### src/rtl/bpi_pkg.sv
// Shared types, default timing and helpers for the BPI parallel-flash controller.
package bpi_pkg;

    typedef enum logic [1:0] {
        OpStandby    = 2'b00,
        OpWrite      = 2'b01,
        OpRead       = 2'b10,
        OpStandbyAlt = 2'b11
    } op_e;

    typedef enum logic [2:0] {
        StIdle,
        StLatch,
        StWrite,
        StRdWait,
        StSample,
        StTurn
    } state_e;

    localparam int unsigned TLatchDef = 2;
    localparam int unsigned TWrDef    = 4;
    localparam int unsigned TRdDef    = 6;
    localparam int unsigned TTurnDef  = 1;
    localparam int unsigned TPageDef  = 2;

    // A phase lasting N cycles loads the down-counter with N-1 so that it
    // expires on the phase's final cycle.
    function automatic logic [7:0] tmr_init(input int unsigned cycles);
        return 8'(cycles - 1);
    endfunction

    function automatic logic is_access(input op_e op);
        return (op == OpWrite) || (op == OpRead);
    endfunction

endpackage

### src/rtl/bpi_ctrl_param_if.sv
// Command-side handshake between the programming sequencer and the BPI controller.
interface bpi_ctrl_param_if #(
    parameter int unsigned AW  = 23,
    parameter int unsigned DW  = 16,
    parameter int unsigned BLW = 5
) ();

    logic [AW-1:0]  ADDR;
    logic [DW-1:0]  CMD_DATA_OUT;
    logic [1:0]     OP;
    logic [BLW-1:0] BURST_LEN;
    logic           EXECUTE;
    logic           BUSY;
    logic           DONE;
    logic [DW-1:0]  DATA_IN;
    logic           LOAD_DATA;

    modport master (
        output ADDR, CMD_DATA_OUT, OP, BURST_LEN, EXECUTE,
        input  BUSY, DONE, DATA_IN, LOAD_DATA
    );

    modport slave (
        input  ADDR, CMD_DATA_OUT, OP, BURST_LEN, EXECUTE,
        output BUSY, DONE, DATA_IN, LOAD_DATA
    );

endinterface

### src/rtl/bpi_phase_timer.sv
// 8-bit loadable down-counter shared by all timed bus phases; expire_o flags zero.
module bpi_phase_timer (
    input  logic       clk_i,
    input  logic       rst_i,
    input  logic       load_i,
    input  logic [7:0] load_val_i,
    output logic       expire_o
);

    logic [7:0] count_q, count_d;

    always_comb begin
        count_d = count_q;
        if (load_i) begin
            count_d = load_val_i;
        end else if (count_q != 8'd0) begin
            count_d = count_q - 8'd1;
        end
    end

    always_ff @(posedge clk_i or posedge rst_i) begin
        if (rst_i) begin
            count_q <= 8'd0;
        end else begin
            count_q <= count_d;
        end
    end

    assign expire_o = (count_q == 8'd0);

endmodule

### src/rtl/bpi_ctrl_param.sv
// Parametrised BPI flash bus controller with programmable phase timing and burst reads.
// Define BPI_PAGE_MODE_EN to skip relatching for in-page burst words.
module bpi_ctrl_param
    import bpi_pkg::*;
#(
    parameter int unsigned AW      = 23,
    parameter int unsigned DW      = 16,
    parameter int unsigned BLW     = 5,
    parameter int unsigned T_LATCH = TLatchDef,
    parameter int unsigned T_WR    = TWrDef,
    parameter int unsigned T_RD    = TRdDef,
    parameter int unsigned T_TURN  = TTurnDef,
    parameter int unsigned T_PAGE  = TPageDef
) (
    input  logic                   CLK,
    input  logic                   RST,
    bpi_ctrl_param_if.slave        bus,
    input  logic                   BPI_ACTIVE,
    input  logic [DW-1:0]          DUAL_DATA,
    output logic [AW-1:0]          BPI_AD_O,
    input  logic [DW-1:0]          CFG_DAT_I,
    output logic [DW-1:0]          CFG_DAT_O,
    output logic [DW-1:0]          CFG_DAT_T,
    output logic                   FCS_B,
    output logic                   FOE_B,
    output logic                   FWE_B,
    output logic                   FLATCH_B,
    output logic                   RS0,
    output logic                   RS1
);

    state_e         state_q, state_d;
    op_e            op_q, op_d;
    logic [AW-1:0]  addr_q, addr_d;
    logic [DW-1:0]  data_q, data_d;
    logic [BLW-1:0] words_q, words_d;
    logic [DW-1:0]  din_q, din_d;
    logic           load_q, load_d;
    logic           nop_done_q, nop_done_d;
    logic           turn_done;
    logic           drive_data;

    logic       tmr_load;
    logic [7:0] tmr_val;
    logic       tmr_expire;

    bpi_phase_timer u_timer (
        .clk_i      (CLK),
        .rst_i      (RST),
        .load_i     (tmr_load),
        .load_val_i (tmr_val),
        .expire_o   (tmr_expire)
    );

    always_comb begin
        state_d    = state_q;
        op_d       = op_q;
        addr_d     = addr_q;
        data_d     = data_q;
        words_d    = words_q;
        din_d      = din_q;
        load_d     = 1'b0;
        nop_done_d = 1'b0;
        turn_done  = 1'b0;
        drive_data = 1'b0;
        tmr_load   = 1'b0;
        tmr_val    = 8'd0;
        FCS_B      = 1'b1;
        FOE_B      = 1'b1;
        FWE_B      = 1'b1;
        FLATCH_B   = 1'b1;

        unique case (state_q)
            StIdle: begin
                if (bus.EXECUTE) begin
                    addr_d  = bus.ADDR;
                    data_d  = bus.CMD_DATA_OUT;
                    op_d    = op_e'(bus.OP);
                    words_d = bus.BURST_LEN;
                    if (is_access(op_e'(bus.OP))) begin
                        state_d  = StLatch;
                        tmr_load = 1'b1;
                        tmr_val  = tmr_init(T_LATCH);
                    end else begin
                        nop_done_d = 1'b1;
                    end
                end
            end
            StLatch: begin
                FCS_B    = 1'b0;
                FLATCH_B = 1'b0;
                if (tmr_expire) begin
                    tmr_load = 1'b1;
                    if (op_q == OpWrite) begin
                        state_d = StWrite;
                        tmr_val = tmr_init(T_WR);
                    end else begin
                        state_d = StRdWait;
                        tmr_val = tmr_init(T_RD);
                    end
                end
            end
            StWrite: begin
                FCS_B      = 1'b0;
                FWE_B      = 1'b0;
                drive_data = 1'b1;
                if (tmr_expire) begin
                    state_d  = StTurn;
                    tmr_load = 1'b1;
                    tmr_val  = tmr_init(T_TURN);
                end
            end
            StRdWait: begin
                FCS_B = 1'b0;
                FOE_B = 1'b0;
                if (tmr_expire) begin
                    state_d = StSample;
                end
            end
            StSample: begin
                FCS_B    = 1'b0;
                FOE_B    = 1'b0;
                din_d    = CFG_DAT_I;
                load_d   = 1'b1;
                tmr_load = 1'b1;
                if (words_q != '0) begin
                    words_d = words_q - BLW'(1);
                    addr_d  = addr_q + AW'(1);
`ifdef BPI_PAGE_MODE_EN
                    // Same 8-word page: keep OE asserted and only wait the page access time.
                    if (addr_q[2:0] != 3'd7) begin
                        state_d = StRdWait;
                        tmr_val = tmr_init(T_PAGE);
                    end else begin
                        state_d = StLatch;
                        tmr_val = tmr_init(T_LATCH);
                    end
`else
                    state_d = StLatch;
                    tmr_val = tmr_init(T_LATCH);
`endif
                end else begin
                    state_d = StTurn;
                    tmr_val = tmr_init(T_TURN);
                end
            end
            StTurn: begin
                if (tmr_expire) begin
                    state_d   = StIdle;
                    turn_done = 1'b1;
                end
            end
            default: begin
                state_d = StIdle;
            end
        endcase
    end

    always_ff @(posedge CLK or posedge RST) begin
        if (RST) begin
            state_q    <= StIdle;
            op_q       <= OpStandby;
            addr_q     <= '0;
            data_q     <= '0;
            words_q    <= '0;
            din_q      <= '0;
            load_q     <= 1'b0;
            nop_done_q <= 1'b0;
        end else begin
            state_q    <= state_d;
            op_q       <= op_d;
            addr_q     <= addr_d;
            data_q     <= data_d;
            words_q    <= words_d;
            din_q      <= din_d;
            load_q     <= load_d;
            nop_done_q <= nop_done_d;
        end
    end

`ifndef BPI_PAGE_MODE_EN
    logic [7:0] unused_t_page;
    assign unused_t_page = 8'(T_PAGE);
`endif

    assign bus.BUSY      = (state_q != StIdle);
    assign bus.DONE      = nop_done_q | turn_done;
    assign bus.DATA_IN   = din_q;
    assign bus.LOAD_DATA = load_q;

    assign BPI_AD_O  = addr_q;
    // Pads carry the command word whenever the flash is selected or BPI owns them.
    assign CFG_DAT_O = (!FCS_B || BPI_ACTIVE) ? data_q : DUAL_DATA;
    assign CFG_DAT_T = drive_data ? {DW{1'b0}} : {DW{1'b1}};
    assign RS0       = 1'b0;
    assign RS1       = 1'b0;

endmodule

### src/flat_wrapper.sv
// flat-port wrapper written by rule: the top's interface ports become plain ports
module bpi_ctrl_param_flat import bpi_pkg::*;
#(
    parameter int unsigned AW      = 23,
    parameter int unsigned DW      = 16,
    parameter int unsigned BLW     = 5,
    parameter int unsigned T_LATCH = TLatchDef,
    parameter int unsigned T_WR    = TWrDef,
    parameter int unsigned T_RD    = TRdDef,
    parameter int unsigned T_TURN  = TTurnDef,
    parameter int unsigned T_PAGE  = TPageDef
)
  (CLK, RST, BPI_ACTIVE, DUAL_DATA, BPI_AD_O, CFG_DAT_I, CFG_DAT_O, CFG_DAT_T, FCS_B, FOE_B, FWE_B, FLATCH_B, RS0, RS1, bus_ADDR, bus_CMD_DATA_OUT, bus_OP, bus_BURST_LEN, bus_EXECUTE, bus_BUSY, bus_DONE, bus_DATA_IN, bus_LOAD_DATA);
  bpi_ctrl_param_if #(.AW(AW), .DW(DW), .BLW(BLW)) bus_i ();
  input  logic CLK;
  input  logic RST;
  input  logic BPI_ACTIVE;
  input  logic [DW-1:0] DUAL_DATA;
  output logic [AW-1:0] BPI_AD_O;
  input  logic [DW-1:0] CFG_DAT_I;
  output logic [DW-1:0] CFG_DAT_O;
  output logic [DW-1:0] CFG_DAT_T;
  output logic FCS_B;
  output logic FOE_B;
  output logic FWE_B;
  output logic FLATCH_B;
  output logic RS0;
  output logic RS1;
  input wire logic [$bits(bus_i.ADDR)-1:0] bus_ADDR;
  input wire logic [$bits(bus_i.CMD_DATA_OUT)-1:0] bus_CMD_DATA_OUT;
  input wire logic [$bits(bus_i.OP)-1:0] bus_OP;
  input wire logic [$bits(bus_i.BURST_LEN)-1:0] bus_BURST_LEN;
  input wire logic [$bits(bus_i.EXECUTE)-1:0] bus_EXECUTE;
  output wire logic [$bits(bus_i.BUSY)-1:0] bus_BUSY;
  output wire logic [$bits(bus_i.DONE)-1:0] bus_DONE;
  output wire logic [$bits(bus_i.DATA_IN)-1:0] bus_DATA_IN;
  output wire logic [$bits(bus_i.LOAD_DATA)-1:0] bus_LOAD_DATA;
  assign bus_i.ADDR = bus_ADDR;
  assign bus_i.CMD_DATA_OUT = bus_CMD_DATA_OUT;
  assign bus_i.OP = bus_OP;
  assign bus_i.BURST_LEN = bus_BURST_LEN;
  assign bus_i.EXECUTE = bus_EXECUTE;
  assign bus_BUSY = bus_i.BUSY;
  assign bus_DONE = bus_i.DONE;
  assign bus_DATA_IN = bus_i.DATA_IN;
  assign bus_LOAD_DATA = bus_i.LOAD_DATA;
  bpi_ctrl_param #(.AW(AW), .DW(DW), .BLW(BLW), .T_LATCH(T_LATCH), .T_WR(T_WR), .T_RD(T_RD), .T_TURN(T_TURN), .T_PAGE(T_PAGE)) u_core (.CLK(CLK), .RST(RST), .bus(bus_i), .BPI_ACTIVE(BPI_ACTIVE), .DUAL_DATA(DUAL_DATA), .BPI_AD_O(BPI_AD_O), .CFG_DAT_I(CFG_DAT_I), .CFG_DAT_O(CFG_DAT_O), .CFG_DAT_T(CFG_DAT_T), .FCS_B(FCS_B), .FOE_B(FOE_B), .FWE_B(FWE_B), .FLATCH_B(FLATCH_B), .RS0(RS0), .RS1(RS1));
endmodule
### config.mk
export PLATFORM = sky130hd
export DESIGN_NAME = bpi_ctrl_param_flat
export DESIGN_NICKNAME = d
export VERILOG_FILES = /design/src/rtl/bpi_pkg.sv /design/src/rtl/bpi_ctrl_param_if.sv /design/src/rtl/bpi_phase_timer.sv /design/src/rtl/bpi_ctrl_param.sv /design/src/flat_wrapper.sv
export SDC_FILE = /design/constraint.sdc
export NUM_CORES = 1
export LEC_CHECK = 0
export ABC_CLOCK_PERIOD_IN_PS = 2700
export BUFFER_PORTS_ARGS = -buffer_cell sky130_fd_sc_hd__buf_4
export CORE_MARGIN = 2
export CORE_UTILIZATION = 50
export DETAILED_ROUTE_END_ITERATION = 6
export PLACE_DENSITY = 0.91
export RECOVER_POWER = 100
export SYNTH_ARGS = -nofsm -noshare
export SYNTH_HDL_FRONTEND = slang
export SYNTH_HIERARCHICAL = 1
export SYNTH_SLANG_ARGS = --single-unit
### constraint.sdc
create_clock -name CLK -period 2.7 [get_ports CLK]
set_input_delay 0.27 -clock CLK [delete_from_list [all_inputs] [get_ports CLK]]
set_output_delay 0.27 -clock CLK [all_outputs]
set_load 0.02 [all_outputs]
# Yosys cells after proc, flatten, opt, wreduce, memory -nomap -nowiden
# Index checks and enable logic that the tools add are counted.
# classes
n_addsub	3
eq_ne	15
muxes	39
bitwise_logic	1
n_reduce_logical	15
# op_table
op	n
two-way mux 23 bit	2
case mux 23 bit (2 select lines)	1
two-way mux 16 bit	2
two-way mux 8 bit	4
two-way mux 3 bit	8
case mux 8 bit (3 select lines)	1
adder 23 x 1 -> 23 bit, second input constant	1
case mux 3 bit (6 select lines)	1
two-way mux 1 bit	16
inequality test 2 x 1 -> 1 bit, second input constant	6
two-way mux 5 bit	2
case mux 5 bit (2 select lines)	1
zero test 8 bit	1
nonzero test 8 bit	1
subtractor 8 x 1 -> 8 bit, second input constant	1
== test 3 x 2 -> 1 bit, second input constant	2
== test 3 bit, second input constant	2
AND reduction 6 bit	1
nonzero test 5 bit	1
subtractor 5 x 1 -> 5 bit, second input constant	1
== test 2 x 1 -> 1 bit, second input constant	2
nonzero test 2 bit	2
OR reduction 2 bit	2
OR reduction 4 bit	1
other kinds (10)	11
# word_totals
register_bits	75
inputBits	82

# Depth between registers and ports, before layout
# logic_depth
depth_word	6
ltp_mapped	12
mapped_depth_nobuf	9

# Cells and area by module
# Netlist, hierarchy kept.
# modules_own_cells
module	instances	cells_each	area_per_inst_um2	seq_area_each_um2
bpi_ctrl_param	1	443	3811.2	1676.6
bpi_phase_timer	1	56	496.7	200.2

# Least setup slack after synthesis
# Ideal clock, no wire load.
# synth_timing
kind	flip-flop to flip-flop
from	reg u_core.u_timer.count_q[0]
to	reg u_core.u_timer.count_q[6]
t_arrival_ps	2343
t_required_ps	2623
setup_slack_ps	280
path_stages_with_launch	12
cell_sequence	dfrtp_1 -> inv_1 -> ha_1 -> or4b_1 -> buf_2 -> nor2_2 -> a21oi_1 -> nand2_1 -> buf_1 -> clkbuf_1 -> a31oi_1 -> a21oi_1
# synth_via
elab_chain_cells	4
# synth_rtl
element	line_no	rtl
from (decl)	bpi_phase_timer.sv:10	logic [7:0] count_q, count_d;
from (signal assigned)	bpi_phase_timer.sv:25	count_q <= count_d;
zero test 8 bit (*)	bpi_phase_timer.sv:29	assign expire_o = (count_q == 8'd0);
net u_core.tmr_expire	bpi_ctrl_param.sv:45	logic tmr_expire;
two-way mux 1 bit (*)	bpi_ctrl_param.sv:92, bpi_ctrl_param.sv:107	
case mux 1 bit (3 select lines) (*)	bpi_ctrl_param.sv:73	unique case (state_q)
net u_core.tmr_load	bpi_ctrl_param.sv:43	logic tmr_load;
two-way mux 8 bit / nonzero test 2 bit (equally long branches)	n/a	
# Mark *: on every way through the listed nets, which the timed path passes. The rest lies on a longest branch. The select of a mux whose other input is x is not followed.
# A chain may end at the register's enable or synchronous reset.

# Final worst setup path
# layout_timing
from	reg u_core.state_q[2]
to	out CFG_DAT_O[4]
# layout_via
elab_chain_cells	4
# layout_rtl
element	line_no	rtl
from (decl)	bpi_ctrl_param.sv:32	state_e state_q, state_d;
from (signal assigned)	bpi_ctrl_param.sv:161	state_q <= StIdle;
from (signal assigned)	bpi_ctrl_param.sv:170	state_q <= state_d;
== test 3 x 1 -> 1 bit, or another cell as far along	bpi_ctrl_param.sv:73	
OR reduction 4 bit (no line) (*)	n/a	
logical OR 1 bit (*)	bpi_ctrl_param.sv:193	assign CFG_DAT_O = (!FCS_B || BPI_ACTIVE) ? data_q : DUAL_DATA;
two-way mux 16 bit (*)	bpi_ctrl_param.sv:193	
to (decl)	flat_wrapper.sv:21	output logic [DW-1:0] CFG_DAT_O;
# Mark *: on every way between the ends. The rest lies on a longest branch, timed or not.

==> summary.md <==
| Metric | Value |
|---|---|
| Fraction of registers with async set or reset after synthesis | `100%` |
| Seq/Total Area, Yosys | `43.6%` |
| Clock sinks | `75` |
| Path depth of the worst reg2reg path | `10` |
| Initial antenna violation count | `0` |
| IO Pins | `162` |
| HP Start | `bus_CMD_DATA_OUT[7]` |
| Residual DRC count | `0` |
| Core area | `0.00830 mm²` |
| Worst path cell trace | `or3_1, a21oi_1, buf_4, mux2_2, clkbuf_2` |
| Crit. End Element | `output pin` |
| Die X | `96.8 µm` |
| WHS | `0.0966 ns` |
| Number of H-tree levels | `3` |
| Synth area leaders | `dfrtp_1, nand2_1, mux2_2` |
| Remaining Overflow, GRT | `0` |
| Final nets | `725` |
| Worst R2R Setup Slack | `0.18 ns` |
| Synth top area share | `43.6%` |
| Antenna Cells | `0` |
| Part of the cycle the worst path needs | `96.3%` |
| Pwr/cell area | `984 mW/mm²` |
| CTS tree | `yes` |
| Max Cap Viol | `0` |
| Placed cell area | `0.00545 mm²` |
| Design Area, Final | `0.00530 mm²` |
| Library cells used by synthesis | `64` |
| CP Max Fanout | `16` |
| Skew final | `0.00780 ns` |
| Synth top cells by count | `nand2_1, dfrtp_1, a21oi_1, nor2_1, buf_4` |
| Hold Fails Final Rpt | `0` |
| Comb pwr share | `45.4%` |
| Peak supply drop | `462 µV` |
| Final setup fails | `0` |
| Switching Fraction | `45.6%` |
| Initial Utilization | `51.9%` |
| Dpl ws | `0.178 ns` |
| Setup_tns | `0 ns` |
| Final worst setup slack | `0.101 ns` |
| Clk_lat worst skew | `0.35 ns` |
| Int Pwr | `2.84 mW` |
| DIE AREA | `0.00937 mm²` |
| Synth Cell Area | `0.00431 mm²` |
| GRT Total Usage | `24.0%` |
| Crit path arrival time | `2.33 ns` |
| Count of flip-flops with a built-in enable after synthesis | `0` |
| Drt pass-1 iters | `5` |
| Layout cells sized above 1 | `24.5%` |
| Num CTS Buffers | `9` |
| Status | `completed` |
| Largest net degree at the start of global routing | `40` |
| Via count | `4151` |
| RSZ-0062 raised after global routing | `no` |
| DR iter-0 viols | `224` |
| DP Cell Count | `733` |
| Yosys warnings | `6` |
| WS Path Type | `flip-flop to output pin` |
| Drt total wl | `11.4 mm` |
| Worst path max stage delay | `0.55 ns` |
| Hold Path Depth | `3` |
| Most common cell in the netlist | `nand2_1` |
| Max Fclk | `0.385 GHz` |
| WL/cell | `15.2 µm` |
| Non-filler cells, final | `750` |
| Hold endpoint | `u_core/data_q[7]$_DFFE_PP0P_` |
| Clock Tree Buf Depth | `2` |
| Synth Area per Inst | `8.63 µm²` |
| Layout fillers | `772` |
| Area grow syn2layout | `23.1%` |
| DRT antenna net count | `0` |
| Critical Path Start Type | `flip-flop` |
| Max_slew headroom | `31.6%` |
| #FFs+latches synth | `75` |
| RD Place Congestion | `0.943` |
| First-pass GRT wire length | `18.8 mm` |
| Seq pwr share | `39.4%` |
| Ys flop type | `dfrtp_1` |
| Die Y | `96.8 µm` |
| DR vias/cell | `5.53` |
| Required time of the worst setup path | `2.43 ns` |
| Crit path max-delay cell type | `dfrtp_1` |
| Total power | `5.22 mW` |
| Hold WC Path Type | `input port to flip-flop` |
| Worst r2r dst | `u_core/u_timer/count_q[0]$_DFFE_PP0P_` |
| HPWL Detailed | `8.45 mm` |
| CTS Root Cell | `clkbuf_8` |
| Worst Tran Pin Value | `1.03 ns` |
| R2r startpoint | `u_core/u_timer/count_q[0]$_DFFE_PP0P_` |
| Cells after Synth | `499` |
| Cell taking the most area after synthesis | `dfrtp_1` |
| Port buffer count | `159` |
| Register clock-pin slew on the reported worst setup and hold paths | `0.08 ns` |
| Switching Power | `2.38 mW` |
| P_leak | `2.47 nW` |
| Tmin final | `2.60 ns` |
| Vias in the first global route | `4060` |
| Final max-slew violation count | `0` |
| Core Util, Final | `63.9%` |
| Clock power frac | `15.3%` |
| Rows | `33` |
==> routing by layer <==
layer / up-vias / wire, µm / part of all wire [%] / GRT usage [%]
met1: 1969 / 4500 / 40 / 28.8
met2: 174 / 5870 / 52 / 42.4
met5: - / 0 / 0 / 0
met4: 0 / 230 / 2.0 / 8.23
met3: 25 / 786 / 6.9 / 5.27
li1: 1983 / - / - / -
==> worst max path at each step <==
stage	to	startpoint	slack, ns
2_1_floorplan	u_core/u_timer/count_q[6]$_DFFE_PP0P_	u_core/u_timer/count_q[0]$_DFFE_PP0P_	0.28
3_3_place_gp	u_core/u_timer/count_q[7]$_DFFE_PP0P_	u_core/u_timer/count_q[0]$_DFFE_PP0P_	0.29
3_5_place_dp	u_core/u_timer/count_q[7]$_DFFE_PP0P_	u_core/u_timer/count_q[0]$_DFFE_PP0P_	0.18
4_1_cts	CFG_DAT_O[4]	u_core/state_q[0]$_DFFE_PP0P_	0.09
5_1_grt	CFG_DAT_O[11]	u_core/state_q[2]$_DFFE_PP0P_	0.03
6_report	CFG_DAT_O[4]	u_core/state_q[2]$_DFFE_PP0P_	0.10
==> critical path, delay by kind of cell (launching register included) <==
kind | cells | cell delay, ns
AOI/OAI and AO/OA | 1 | 0.19
buffers and inverters | 2 | 0.43
DFF | 1 | 0.55
muxes | 1 | 0.37
and+or+nand+nor | 1 | 0.43
==> logic make-up (layout without fill, tap and decap cells) <==
family / Yosys count / after routing / synth area share [%]
simple gates: 229 / 229 / 24.0
compound gates: 105 / 105 / 17.2
flops: 75 / 75 / 43.6
buf+inv: 64 / 204 / 8.71
mux: 19 / 19 / 4.88
fa+ha+maj: 3 / 3 / 0.871
xor+xnor: 3 / 3 / 0.610
other cells: 1 / 7 / 0.0870
==> repair_timing <==
item,in CTS,in global routing
buffers inserted,0,0
gates resized for setup,0,2
setup endpoints to repair,0,8
hold buffers,1,0
endpoints found under the hold margin,24,0
==> cell usage in the layout, fill, tap and decap left out, types with 13 or more instances in the layout <==
cell / synthesis / final
nand3_1: 17 / 17
inv_1: 13 / 13
dfrtp_1: 75 / 74
o22ai_1: 14 / 14
buf_4: 21 / 91
clkbuf_1: 11 / 65
nor2_1: 26 / 26
a21oi_1: 26 / 27
o21ai_0: 16 / 18
nand2_1: 136 / 135
clkbuf_2: 0 / 17
mux2_2: 16 / 16
==> registers in the layout (all words and copies together) (netlist names) <==
signal,count
u_core/bus.DATA_IN,16
u_core/nop_done_q,1
u_core/data_q,16
u_core/u_timer/count_q,8
u_core/BPI_AD_O,23
u_core/state_q,3
u_core/op_q,2
u_core/bus.LOAD_DATA,1
u_core/words_q,5
==> cell type report <==
| type | instances | area (µm²) | area share, % |
|---|---|---|---|
| Clock buffer | 10 | 128 | 2.41 |
| Clock inverter | 6 | 50.0 | 0.944 |
| Inverter | 14 | 52.6 | 0.991 |
| Multi-Input combinational cell | 366 | 2040 | 38.5 |
| Sequential cell | 75 | 1880 | 35.4 |
| Tap cell | 105 | 131 | 2.48 |
| Timing Repair Buffer | 174 | 1020 | 19.3 |
==> power by group through the flow <==
stage | logic, mW | clock network [mW] | registers [mW]
finish | 2.37 | 0.796 | 2.05
global route | 2.59 | 0.870 | 2.12
CTS | 2.70 | 0.818 | 2.05
detailed placement | 2.69 | 0 | 2.07
global placement | 2.60 | 0 | 2.04
floorplan | 1.57 | 0 | 2.18
Note: power is estimated with default switching activity, not from simulation.
